==> src/rtl/thr_cmp_sequencer.sv <==
// Sequencer for the STFT threshold-comparison stage: walks the spectrogram address space,
// enables the comparator per accepted sample and reports the registered decisions with position.
module thr_cmp_sequencer #(
  parameter int N_BIN = 128,
  parameter int N_FRM = 1024,
  parameter int AW    = 17,
  parameter int CW    = 18,
  localparam int BW   = (N_BIN > 1) ? $clog2(N_BIN) : 1,
  localparam int FW   = (N_FRM > 1) ? $clog2(N_FRM) : 1
) (
  input  logic          iCLK,
  input  logic          iRSTn,
  input  logic          iSTART,
  input  logic          iABORT,
  input  logic          iVALID,
  output logic          oREADY,
  output logic [AW-1:0] oTH_ADDR,
  output logic          oCMP_EN,
  input  logic          iCMP,
  output logic          oVALID,
  output logic          oRESULT,
  output logic [BW-1:0] oBIN_IDX,
  output logic [FW-1:0] oFRM_IDX,
  output logic          oSOF,
  output logic [CW-1:0] oHIT_CNT,
  output logic          oBUSY,
  output logic          oDONE
);

  localparam int LAST = N_BIN * N_FRM - 1;

  typedef enum logic [1:0] {S_IDLE, S_RUN, S_DRAIN, S_DONE} state_t;

  state_t          state_q, state_d;
  logic [AW-1:0]   addr_q, addr_d;
  logic [BW-1:0]   bin_q, bin_d;
  logic [FW-1:0]   frm_q, frm_d;
  logic            pend_q, pend_d;
  logic [BW-1:0]   pbin_q, pbin_d;
  logic [FW-1:0]   pfrm_q, pfrm_d;
  logic [CW-1:0]   hit_q, hit_d;
  logic            accept;

  assign accept = iVALID && (state_q == S_RUN);

  always_comb begin
    state_d = state_q;
    addr_d  = addr_q;
    bin_d   = bin_q;
    frm_d   = frm_q;
    // The pending slot mirrors the comparator pipeline, so it captures even on an aborting accept.
    pend_d  = accept;
    pbin_d  = bin_q;
    pfrm_d  = frm_q;
    hit_d   = hit_q + CW'(pend_q & iCMP);

    case (state_q)
      S_IDLE: begin
        if (!iABORT && iSTART) begin
          state_d = S_RUN;
          addr_d  = '0;
          bin_d   = '0;
          frm_d   = '0;
          hit_d   = '0;
        end
      end
      S_RUN: begin
        if (iABORT) begin
          state_d = S_IDLE;
        end else if (accept) begin
          if (addr_q == AW'(LAST)) begin
            state_d = S_DRAIN;
          end else begin
            addr_d = addr_q + AW'(1);
            if (bin_q == BW'(N_BIN - 1)) begin
              bin_d = '0;
              frm_d = frm_q + FW'(1);
            end else begin
              bin_d = bin_q + BW'(1);
            end
          end
        end
      end
      S_DRAIN: state_d = iABORT ? S_IDLE : S_DONE;
      S_DONE:  state_d = S_IDLE;
      default: state_d = S_IDLE;
    endcase
  end

  always_ff @(posedge iCLK or negedge iRSTn) begin
    if (!iRSTn) begin
      state_q <= S_IDLE;
      addr_q  <= '0;
      bin_q   <= '0;
      frm_q   <= '0;
      pend_q  <= 1'b0;
      pbin_q  <= '0;
      pfrm_q  <= '0;
      hit_q   <= '0;
    end else begin
      state_q <= state_d;
      addr_q  <= addr_d;
      bin_q   <= bin_d;
      frm_q   <= frm_d;
      pend_q  <= pend_d;
      pbin_q  <= pbin_d;
      pfrm_q  <= pfrm_d;
      hit_q   <= hit_d;
    end
  end

  assign oREADY   = (state_q == S_RUN);
  assign oCMP_EN  = accept;
  assign oTH_ADDR = addr_q;
  assign oVALID   = pend_q;
  assign oRESULT  = iCMP & pend_q;
  assign oBIN_IDX = pbin_q;
  assign oFRM_IDX = pfrm_q;
  assign oSOF     = pend_q && (pbin_q == '0);
  assign oHIT_CNT = hit_q;
  assign oBUSY    = (state_q == S_RUN) || (state_q == S_DRAIN);
  assign oDONE    = (state_q == S_DONE);

endmodule

==> config.mk <==
export PLATFORM = sky130hd
export DESIGN_NAME = thr_cmp_sequencer
export DESIGN_NICKNAME = d
export VERILOG_FILES = /design/src/rtl/thr_cmp_sequencer.sv
export SDC_FILE = /design/constraint.sdc
export NUM_CORES = 1
export LEC_CHECK = 0
export BUFFER_PORTS_ARGS = -buffer_cell sky130_fd_sc_hd__buf_2
export CAP_MARGIN = 15
export CORE_MARGIN = 5
export CORE_UTILIZATION = 59
export CTS_CLUSTER_SIZE = 12
export DETAILED_ROUTE_END_ITERATION = 6
export PLACE_DENSITY = 0.84
export SYNTH_ARGS = -nofsm -noshare
export SYNTH_HDL_FRONTEND = slang
export SYNTH_SLANG_ARGS = --single-unit
==> constraint.sdc <==
create_clock -name iCLK -period 4.95 [get_ports iCLK]
set_input_delay 0.7425 -clock iCLK [delete_from_list [all_inputs] [get_ports iCLK]]
set_output_delay 0.7425 -clock iCLK [all_outputs]
set_load 0.05 [all_outputs]
==> flow_summary_export.csv <==
group,metric,value,unit
timing,final_sum_of_negative_setup_slack,0,ns
finish,post_route_cells_drive_above_1_share,20.5,%
worst_setup_path,critPathLaunch,"oTH_ADDR[0]$_DFFE_PN0P_",
power_and_ir_drop,net-switching-power,0.969,mW
logic_synthesis,synth-seq-cells,72,
routing,vias,2955,
clocking,numCtsBuffers,9,
worst_setup_path,critPathLaunchType,"register",
power_and_ir_drop,fin_total_pwr,2.23,mW
power_and_ir_drop,power_per_cell_area,546,nW/um^2
logic_synthesis,yosysTopAreaCellShare,52.4,%
clocking,maximum_buffer_depth_of_the_clock_tree,2,
finish,fillCellCount,403,
timing,finalHoldViolCount,0,
logic_synthesis,mappedNetlistNets,366,
placed_design,gp_congestion,0.820,
clocking,path_clk_slew,0.08,ns
logic_synthesis,synth_cell_type_count,42,
global_route,antenna_found_initial,0,
clocking,post_cts_resize_count,0,
power_and_ir_drop,power.combinational.fraction,39.6,%
clocking,cts_tree,"built",
outcome,run_status,"completed",
logic_synthesis,main_area_contributors_after_synthesis,"dfrtp_1 52%, ha_1 4.4%, nand2_1 4.4%",
clocking,hold_buffers,0,
worst_setup_path,crit_path_max_fanout,33,
finish,layout.core_utilization,73.1,%
worst_setup_path,worst-r2r-setup-slack,1.66,ns
clocking,cts.sink_count,72,
power_and_ir_drop,p_leak,1.95,nW
timing,slew_viol_final,0,
timing,grt_setup_unrepaired,"no",
finish,num_antenna_cells,0,
power_and_ir_drop,power.share.clock,24.7,%
power_and_ir_drop,power_frac_seq,35.8,%
power_and_ir_drop,internal_power,1.26,mW
logic_synthesis,post_synth.cell_area_avg,9.89,sq um
global_route,wire_length_of_the_first_global_routing_pass,13000,um
timing,final-setup-viol-count,0,
clocking,post_cts.repair.setup_buffers,0,
timing,final_period_minus_worst_setup_slack,3.29,ns
die,die_x,86.4,um
finish,stdcell_count,491,
die,initial_core_util,61.7,%
logic_synthesis,yosysWarningCount,0,
worst_setup_path,worst_setup_path_type,"register to register",
finish,fin_nets,433,
logic_synthesis,synth-seq-area-share,52.4,%
power_and_ir_drop,switching_share,43.5,%
routing,via_per_inst,6.02,
placed_design,numPortBuffers,64,
routing,routed_wl,7600,um
global_route,first_global_vias,2801,
routing,post-route-drc-count,0,
clocking,clk_latency,0.34,ns
finish,syn_to_final_growth,18.5,%
flow_run,timing.max_cap.violations,0,
timing,final.period_utilization,66.4,%
placed_design,hpwlAfterDp,5340,um
hold_path,hold_path_class,"input port to asynchronous set/reset pin",
die,core_area,5570,sq um
die,die_area,7460,sq um
worst_setup_path,timing.critical_path.to_type,"register",
worst_setup_path,startpoint_of_the_most_critical_register_to_register_path,"oTH_ADDR[0]$_DFFE_PN0P_",
die,chipHeight,86.4,um
timing,max_freq,304,MHz
die,floorplan.io_pins,65,
die,number_of_placement_rows,27,
logic_synthesis,netlist.top_cell.by_area,"dfrtp_1",
logic_synthesis,instance_count_of_the_mapped_netlist,348,
routing,postRouteAntennaNets,0,
clocking,clk_root_buffer_cell,"clkbuf_8",
timing,worst_pin_slew,0.846,ns
power_and_ir_drop,peakVddDrop,0.363,mV
routing,drt-initial-drc-count,210,
global_route,overflow,0,
global_route,grt_max_degree,48,
routing,drt_pre_antenna_iters,5,
global_route,grtUsageTotal,21.7,%
worst_setup_path,worst-endpoint-required,5.22,ns
routing,route.detailed.wl_per_inst,15.5,um
worst_setup_path,critPathArrivalTime,3.55,ns
placed_design,post-place-cells,475,
timing,setup_skew_after_layout,0.0109,ns
timing,worst_relative_slew_slack,43.5,%
clocking,htree_num_levels,3,
logic_synthesis,synth.cell_area,3440,sq um
==> state kept, by name, indices dropped and copies added, names as in the netlist <==
signal,cells
frm_q,10
oTH_ADDR,17
oBIN_IDX,7
state_q,2
oHIT_CNT,18
bin_q,7
oFRM_IDX,10
oVALID,1
==> routing by layer <==
layer / global-route usage, % / part of all wire, % / up-vias / wire [um]
li1: - / - / 1406 / -
met1: 28.0 / 42 / 1438 / 3220
met2: 34.6 / 50 / 94 / 3790
met3: 5.13 / 5.6 / 17 / 422
met4: 10.3 / 2.2 / 0 / 171
met5: 0 / 0 / - / 0
==> final cells by class <==
| class | instances | area, sq um | share of cell area [%] |
|---|---|---|---|
| Timing Repair Buffer | 69 | 358 | 8.78 |
| Tap cell | 72 | 90.1 | 2.21 |
| Multi-Input combinational cell | 256 | 1570 | 38.4 |
| Clock buffer | 12 | 145 | 3.56 |
| Inverter | 7 | 26.3 | 0.645 |
| Sequential cell | 72 | 1800 | 44.2 |
| Clock inverter | 3 | 90.1 | 2.21 |
==> critical path, stage by stage, from the launching register on <==
cell,delay (ns)
dfrtp_1,0.44
ha_1,0.26
and3_1,0.17
nand4_1,0.21
nor3_1,0.09
ha_1,0.19
nand2b_1,0.17
a2111o_1,0.65
buf_4,0.34
or4_1,0.53
a21oi_1,0.16
==> through the flow <==
step                      hold WS [ns]  area (sq um)  setup slack [ns]
after floorplan                  0.367          3440              2.00
after global placement           0.379          3830              1.82
after detailed placement         0.386          3830              1.71
after CTS                        0.401          4070              1.69
after global routing             0.425          4080              1.44
final                            0.399          4080              1.66
==> path summary, 6_finish.rpt <==
kind                                          to  cells after the start
min reg2reg                oFRM_IDX[9]$_DFF_PN0_                      0
min in group iCLK          oFRM_IDX[9]$_DFF_PN0_                      0
max                         frm_q[9]$_DFFE_PN0P_                     10
min                        oFRM_IDX[9]$_DFF_PN0_                      1
max reg2reg                 frm_q[9]$_DFFE_PN0P_                     10
max in group asynchronous   bin_q[0]$_DFFE_PN0P_                      2
==> kinds of logic (layout without fill, tap and decap cells) <==
family	Yosys count	in the layout	share of synthesized area, %
adder cells (fa/ha/maj)	12	12	4.36
AND/OR/NAND/NOR	152	152	23.6
flip-flops	72	72	52.4
buffers and inverters	20	91	2.29
AO/OA/AOI/OAI	78	78	13.7
multiplexers	3	3	0.873
XOR/XNOR	11	11	2.80
==> cells in the mapped netlist (all sizes together) <==
| master | number |
|---|---|
| nand3 | 19 |
| and2 | 10 |
| nor3 | 5 |
| a22o | 1 |
| and4b | 1 |
| and4 | 3 |
| a211oi | 1 |
| xnor2 | 5 |
| nor2 | 20 |
| or3 | 5 |
| ha | 12 |
| a2111oi | 1 |
| nand2 | 40 |
| inv | 7 |
| o221ai | 2 |
| a31oi | 2 |
| nand4 | 9 |
| or4 | 14 |
| o31ai | 13 |
| xor2 | 6 |
| a2111o | 1 |
| a21boi | 1 |
| dfrtp | 72 |
| clkbuf | 10 |
| o211ai | 2 |
| a21oi | 23 |
| o22ai | 2 |
| a221o | 1 |
| nor4 | 5 |
| mux2i | 3 |
| a211o | 1 |
| nand2b | 6 |
| o21ai | 26 |
| nor2b | 3 |
| o311ai | 1 |
| buf | 3 |
| nand3b | 2 |
| and3 | 10 |
==> cells in the final DEF, fill, tap and decap left out, drive strengths merged, types with 2 or more instances in the layout <==
master,n
bufinv,3
o211ai,2
nand3,19
buf,69
o22ai,2
dfrtp,72
or3,5
o21ai,26
nand2b,6
o221ai,2
a21oi,23
nor3,5
ha,12
o31ai,13
nand3b,2
and3,10
and2,10
clkbuf,12
and4,3
xnor2,5
mux2i,3
nor4,5
or4,14
nand2,40
nor2,20
inv,7
nand4,9
nor2b,3
a31oi,2
xor2,6
==> power by group through the flow <==
stage | Sequential (mW) | Clock, mW | Combinational, mW
after global placement | 0.798 | 0 | 0.855
after detailed placement | 0.806 | 0 | 0.873
final | 0.797 | 0.549 | 0.881
after floorplan | 1.01 | 0 | 0.449
after CTS | 0.796 | 0.559 | 0.875
after global routing | 0.819 | 0.593 | 0.956
No activity file was read; power rests on OpenSTA's default activity.
